[src/rtl/uart_tx_engine.sv]
// rtl/uart_tx_engine.sv - UART transmit engine: 11-bit-time frames with optional parity and 7/8 data bits
module uart_tx_engine (
    input  logic       clk,
    input  logic       rst,
    input  logic       btu,
    input  logic       load,
    input  logic [7:0] data,
    input  logic       eight,
    input  logic       pen,
    input  logic       ohel,
    output logic       tx,
    output logic       tx_rdy,
    output logic       doit
);

    typedef enum logic [1:0] {
        S_IDLE = 2'd0,
        S_ARM  = 2'd1,
        S_SEND = 2'd2
    } state_t;

    // Final bit count: the btu that would take the counter to 11 ends the frame
    localparam logic [3:0] LAST_BIT = 4'd10;

    state_t      state_q, state_d;
    logic [7:0]  data_q, data_d;
    logic        eight_q, eight_d;
    logic        pen_q, pen_d;
    logic        ohel_q, ohel_d;
    logic [10:0] shift_q, shift_d;
    logic [3:0]  cnt_q, cnt_d;

    logic        parity;
    logic        par_slot;
    logic [10:0] frame;

    // Assemble the frame from the latched character and configuration
    always_comb begin
        parity   = (eight_q ? (^data_q) : (^data_q[6:0])) ^ ohel_q;
        par_slot = pen_q ? parity : 1'b1;
        if (eight_q) begin
            frame = {1'b1, par_slot, data_q, 1'b0};
        end else begin
            frame = {2'b11, par_slot, data_q[6:0], 1'b0};
        end
    end

    // State, latched configuration, shift register and bit counter
    always_ff @(posedge clk) begin
        if (rst) begin
            state_q <= S_IDLE;
            data_q  <= 8'h00;
            eight_q <= 1'b0;
            pen_q   <= 1'b0;
            ohel_q  <= 1'b0;
            shift_q <= '1;
            cnt_q   <= 4'd0;
        end else begin
            state_q <= state_d;
            data_q  <= data_d;
            eight_q <= eight_d;
            pen_q   <= pen_d;
            ohel_q  <= ohel_d;
            shift_q <= shift_d;
            cnt_q   <= cnt_d;
        end
    end

    // Next-state logic and state-decoded outputs; tx comes straight from a flop
    always_comb begin
        state_d = state_q;
        data_d  = data_q;
        eight_d = eight_q;
        pen_d   = pen_q;
        ohel_d  = ohel_q;
        shift_d = shift_q;
        cnt_d   = cnt_q;
        tx_rdy  = 1'b0;
        doit    = 1'b0;
        tx      = shift_q[0];

        case (state_q)
            S_IDLE: begin
                tx_rdy = 1'b1;
                // btu is meaningless here; only a load starts anything
                if (load) begin
                    data_d  = data;
                    eight_d = eight;
                    pen_d   = pen;
                    ohel_d  = ohel;
                    state_d = S_ARM;
                end
            end
            S_ARM: begin
                // One cycle to let the latched config settle into the frame image
                shift_d = frame;
                cnt_d   = 4'd0;
                state_d = S_SEND;
            end
            S_SEND: begin
                doit = 1'b1;
                if (btu) begin
                    if (cnt_q == LAST_BIT) begin
                        shift_d = '1;
                        cnt_d   = 4'd0;
                        state_d = S_IDLE;
                    end else begin
                        shift_d = {1'b1, shift_q[10:1]};
                        cnt_d   = cnt_q + 4'd1;
                    end
                end
            end
            default: begin
                state_d = S_IDLE;
                shift_d = '1;
                cnt_d   = 4'd0;
            end
        endcase
    end

endmodule

[config.mk]
export PLATFORM = sky130hd
export DESIGN_NAME = uart_tx_engine
export DESIGN_NICKNAME = d
export VERILOG_FILES = /design/src/rtl/uart_tx_engine.sv
export SDC_FILE = /design/constraint.sdc
export NUM_CORES = 1
export LEC_CHECK = 0
export BUFFER_PORTS_ARGS = -buffer_cell sky130_fd_sc_hd__buf_2
export CORE_UTILIZATION = 60
export CTS_CLUSTER_SIZE = 24
export DETAILED_ROUTE_END_ITERATION = 10
export PLACE_DENSITY = 0.88
export SLEW_MARGIN = 40
export SYNTH_ARGS = -nofsm -noshare
export SYNTH_HDL_FRONTEND = slang
export SYNTH_SLANG_ARGS = --single-unit
[constraint.sdc]
create_clock -name clk -period 2.99 [get_ports clk]
set_clock_uncertainty 0.05 [all_clocks]
set_input_delay 0.299 -clock clk [delete_from_list [all_inputs] [get_ports clk]]
set_output_delay 0.299 -clock clk [all_outputs]
set_load 0.02 [all_outputs]
== Yosys cells after proc, flatten, opt, wreduce, memory -nomap -nowiden ==
Cells that the tools add are included.

* Flip-flop bits (word level): 28
* Bits of input ports: 15
* Output and inout bits: 3
* Logic and storage cells: 37

* Add/subtract/negate cells: 1
* Eq/ne operators: 6
* Multiplexer cells: 15
* Bitwise logic cells: 2
* Reduce and logical (&&, ||, !) cells: 6

{| class="wikitable"
|+ Operators by type and width
! operator !! number
|-
| $pmux W11 S3 || 1
|-
| $mux W10 || 2
|-
| $mux W11 || 1
|-
| $mux W4 || 2
|-
| $pmux W4 S2 || 1
|-
| $reduce_xor A8 Y1 || 1
|-
| $reduce_xor A7 Y1 || 1
|-
| $mux W2 || 3
|-
| $ne A2 B2 Y1 const B || 3
|-
| $pmux W2 S3 || 1
|-
| $add A4 B1 Y4 const B || 1
|-
| $eq A4 B4 Y1 const B || 1
|-
| $mux W1 || 4
|-
| $reduce_and A2 Y1 || 2
|-
| $reduce_and A3 Y1 || 1
|-
| $eq A2 B1 Y1 const B || 1
|-
| $eq A2 B2 Y1 const B || 1
|-
| $logic_not A2 Y1 || 1
|-
| $not A1 Y1 || 1
|-
| $xor A1 B1 Y1 || 1
|}

== Depth between registers and ports, before layout ==
* Depth in word-level cells: 6
* Gate-level depth with buffers: 8
* Depth with buffers taken out: 7

== Worst setup path before layout ==
Ideal clock, no wire load.

* Path type: register to register
* From: register state_q[0]
* To: register shift_q[4]
* Library setup time: 0.120 ns
* Data arrival time: 1.532 ns
* Data required time: 2.820 ns
* Path slack: 1.289 ns
* Cell stages (with the launch flop): 7
* Buffers on the path: 2
* Clock period less this slack: 1.701 ns
* Path through: dfxtp_1 -> inv_1 -> ha_1 -> a21o_1 -> buf_2 -> clkbuf_1 -> a211o_1

* Word-level cells in the longest chain between the ends: 3
* Elaborated cells on any way between the ends: 7
* Classes of those cells: 3 x eq/ne; 1 x mux; 1 x bitwise; 2 x reduce/logical

{| class="wikitable"
|+ RTL lines
! what !! RTL line !! source
|-
| start: declaration || 25 || <nowiki>state_t state_q, state_d;</nowiki>
|-
| start signal: assignment || 59 || <nowiki>state_q <= state_d;</nowiki>
|-
| $eq A2 B2 Y1 or $logic_not A2 Y1 (tied branches) || 82 || <nowiki>case (state_q)</nowiki>
|-
| $ne A2 B2 Y1 (no source line) or $not A1 Y1 (tied branches) || - ||
|-
| $reduce_and A2 Y1 (no source line) || - ||
|-
| end signal: assignment || 64 || <nowiki>shift_q <= shift_d;</nowiki>
|-
| end: declaration || 30 || <nowiki>logic [10:0] shift_q, shift_d;</nowiki>
|}

Several ways; a longest one is shown, not always the timed one.
A chain may end at the register's enable or synchronous reset.

== Final worst setup path ==
* From: register state_q[0]
* To: register shift_q[1]

Same word-level chain as after synthesis.

==> flow_metrics.tcl <==
set metrics [dict create \
    status "completed" \
    routed_wl_um 2601 \
    cp_max_fo 26 \
    clk_latency_ns 0.31 \
    met3_length_um 100 \
    ys.flop_type "dfxtp_1" \
    dieArea_um2 2407 \
    grt_pass1_wl_um 4554 \
    syn_avg_cell_area_um2 8.102 \
    drive_above_1_share 0.1329 \
    setup_viol_count_final 0 \
    dr.pass1.iters 4 \
    grt_pass1_vias 1129 \
    fp.dieW_um 49.06 \
    hp-start "data[1]" \
    slew_viol_final 0 \
    mostFrequentLayoutCells "33 x nand2_1, 27 x dfxtp_1, 19 x a21oi_1" \
    clk_pin_slew_ns 0.14 \
    grt_usage 0.2396 \
    cts_hold_buf 0 \
    ir_drop_v 0.0005710 \
    fmax_mhz 473.4 \
    drt-vias-per-instance 5.775 \
    crit-reg2reg-capture "shift_q[1]" \
    async_flop_share 0 \
    critical_path_arrival_ns 2.28 \
    reg2regPathDepth 5 \
    endpoint_kind "flop" \
    core_um2 2022 \
    synthToLayoutAreaGrowth_pct 6.968 \
    synth_nets 185 \
    row_count 16 \
    grt_setup_unrepaired "no" \
    fin_tns_setup_ns 0 \
    dr.max_layer_used "met4" \
    die_h_um 49.06 \
    nFillCells 173 \
    maxCapViolCount 0 \
    grt_start_max_net_pins 29 \
    critPathLaunch "state_q[0]" \
    numPortBuffers 17 \
    cp.required_ns 3.16 \
    syn-instance-count 164 \
    hold_end "data_q[1]" \
    period_needed_ns 2.113 \
    clock_path_buffers 2 \
    grt_overflow 0 \
    ys_types 30 \
    slew_headroom 0.5137 \
    drt_iter0_markers 24 \
    gp_congestion 0.7926 \
    power_density_nw_per_um2 882.5 \
    remaining_drc_errors 0 \
    dp_hpwl_um 1915 \
    n_antenna_cell 0 \
    post_drt_wl_per_cell_um 13.01 \
    yosys_warnings 0 \
    cp-start-kind "flop" \
    hold_slack_ns 0.1554 \
    hold_viol_final 0 \
    wl_met1_um 1186 \
    cts-root-buf "clkbuf_4" \
    synth_edf_count 0 \
    numCtsBuffers 3 \
    cellLeakagePower_nw 0.5574 \
    wl_met2_um 1300 \
    start_util 0.6572 \
    cts.sinks 27 \
    antenna_found_initial 0 \
    hold_path_depth 3 \
    hold_path_class "input pin to flop" \
    finalCritPeriodShare 0.7066 \
    r2r_start "state_q[0]" \
    fin_util 0.7030 \
    yosysSeqAreaShare 0.4068 \
    final_common_cell "nand2_1" \
    synth_seq_cells 27 \
    ant_nets 0 \
    cts_tree "built" \
    nets 195 \
    setup.worst_path.class "flop to flop" \
    post-cts-setup-buffers 0 \
    cts_max_level 1 \
    reg2reg_slack_ns 0.88 \
    io_pins 18 \
    cts.repair.resized 0 \
    syn_area_um2 1329 \
    num_vias 1155 \
    tightest_slew_ns 0.7295 \
]
-- synthesized netlist by cell type (2+ instances only) --
library cell	number	share of area
a211o_1	8	0.053
a21oi_1	19	0.072
a31oi_1	8	0.038
buf_2	2	0.0075
clkbuf_1	7	0.020
clkbuf_2	2	0.0075
dfxtp_1	27	0.41
ha_1	6	0.056
inv_1	6	0.017
nand2_1	33	0.093
nor2_1	7	0.020
nor2b_1	2	0.0094
nor3_1	3	0.011
o21ai_0	12	0.045
xnor2_1	7	0.046
-- final cells by class --
class / count / area [µm²] / area share
multi-input combinational: 119 / 711.9 / 0.5009
sequential: 27 / 540.5 / 0.3803
timing repair buffer: 17 / 85.08 / 0.05986
tap: 27 / 33.78 / 0.02377
clock buffer: 3 / 22.52 / 0.01585
inverter: 6 / 22.52 / 0.01585
clock inverter: 1 / 5.005 / 0.003521
-- worst max-delay path: stages (launching register included) --
cell	delay (ns)
dfxtp_1	0.36
inv_1	0.08
ha_1	0.44
a21o_1	0.66
a31oi_1	0.12
a211o_1	0.30
-- layer usage --
metal | vias up | global-route usage
met5 | - | 0
met2 | 27 | 0.4178
met4 | 0 | 0.07353
li1 | 580 | -
met3 | 2 | 0.04361
met1 | 546 | 0.2961
-- per-stage QoR --
stage	area [µm²]	setup WS, ns	power, W	std cells
detailed placement	1394	0.9300	0.001110	196
floorplan	1329	1.289	0.001003	164
global route	1421	0.6808	0.001354	200
CTS	1421	0.9166	0.001259	200
finish	1421	0.8774	0.001254	200
global placement	1394	1.048	0.001071	196
-- state kept, by name, indices dropped and copies added (netlist names) --
signal,flops
data_q,8
shift_q,10
state_q,2
pen_q,1
ohel_q,1
eight_q,1
cnt_q,4
-- cell families (layout without fill, tap and decap cells) --
logic type / Yosys count / in the layout / synth area share
AO/OA/AOI/OAI: 52 / 52 / 0.2373
multiplexers: 1 / 1 / 0.007533
buffers and inverters: 18 / 27 / 0.05744
XOR/XNOR: 8 / 8 / 0.06403
flip-flops: 27 / 27 / 0.4068
AND/OR/NAND/NOR: 52 / 52 / 0.1704
adder cells (fa/ha/maj): 6 / 6 / 0.05650
-- power by group --
group	switching [W]	internal [W]
clock network	0.000103	0.0000499
registers	0.0000630	0.000462
logic	0.000337	0.000240
total	0.000503	0.000752
-- worst max-delay path by stage --
stage | endpoint | slack [ns] | cells past startpoint
after detailed placement | cnt_q[2] | 0.93 | 6
after global placement | shift_q[0] | 1.05 | 5
final | shift_q[1] | 0.88 | 5
after global routing | cnt_q[2] | 0.68 | 6
after CTS | cnt_q[2] | 0.92 | 6
after floorplan | shift_q[4] | 1.29 | 6
Note: power is estimated with default switching activity, not from simulation.
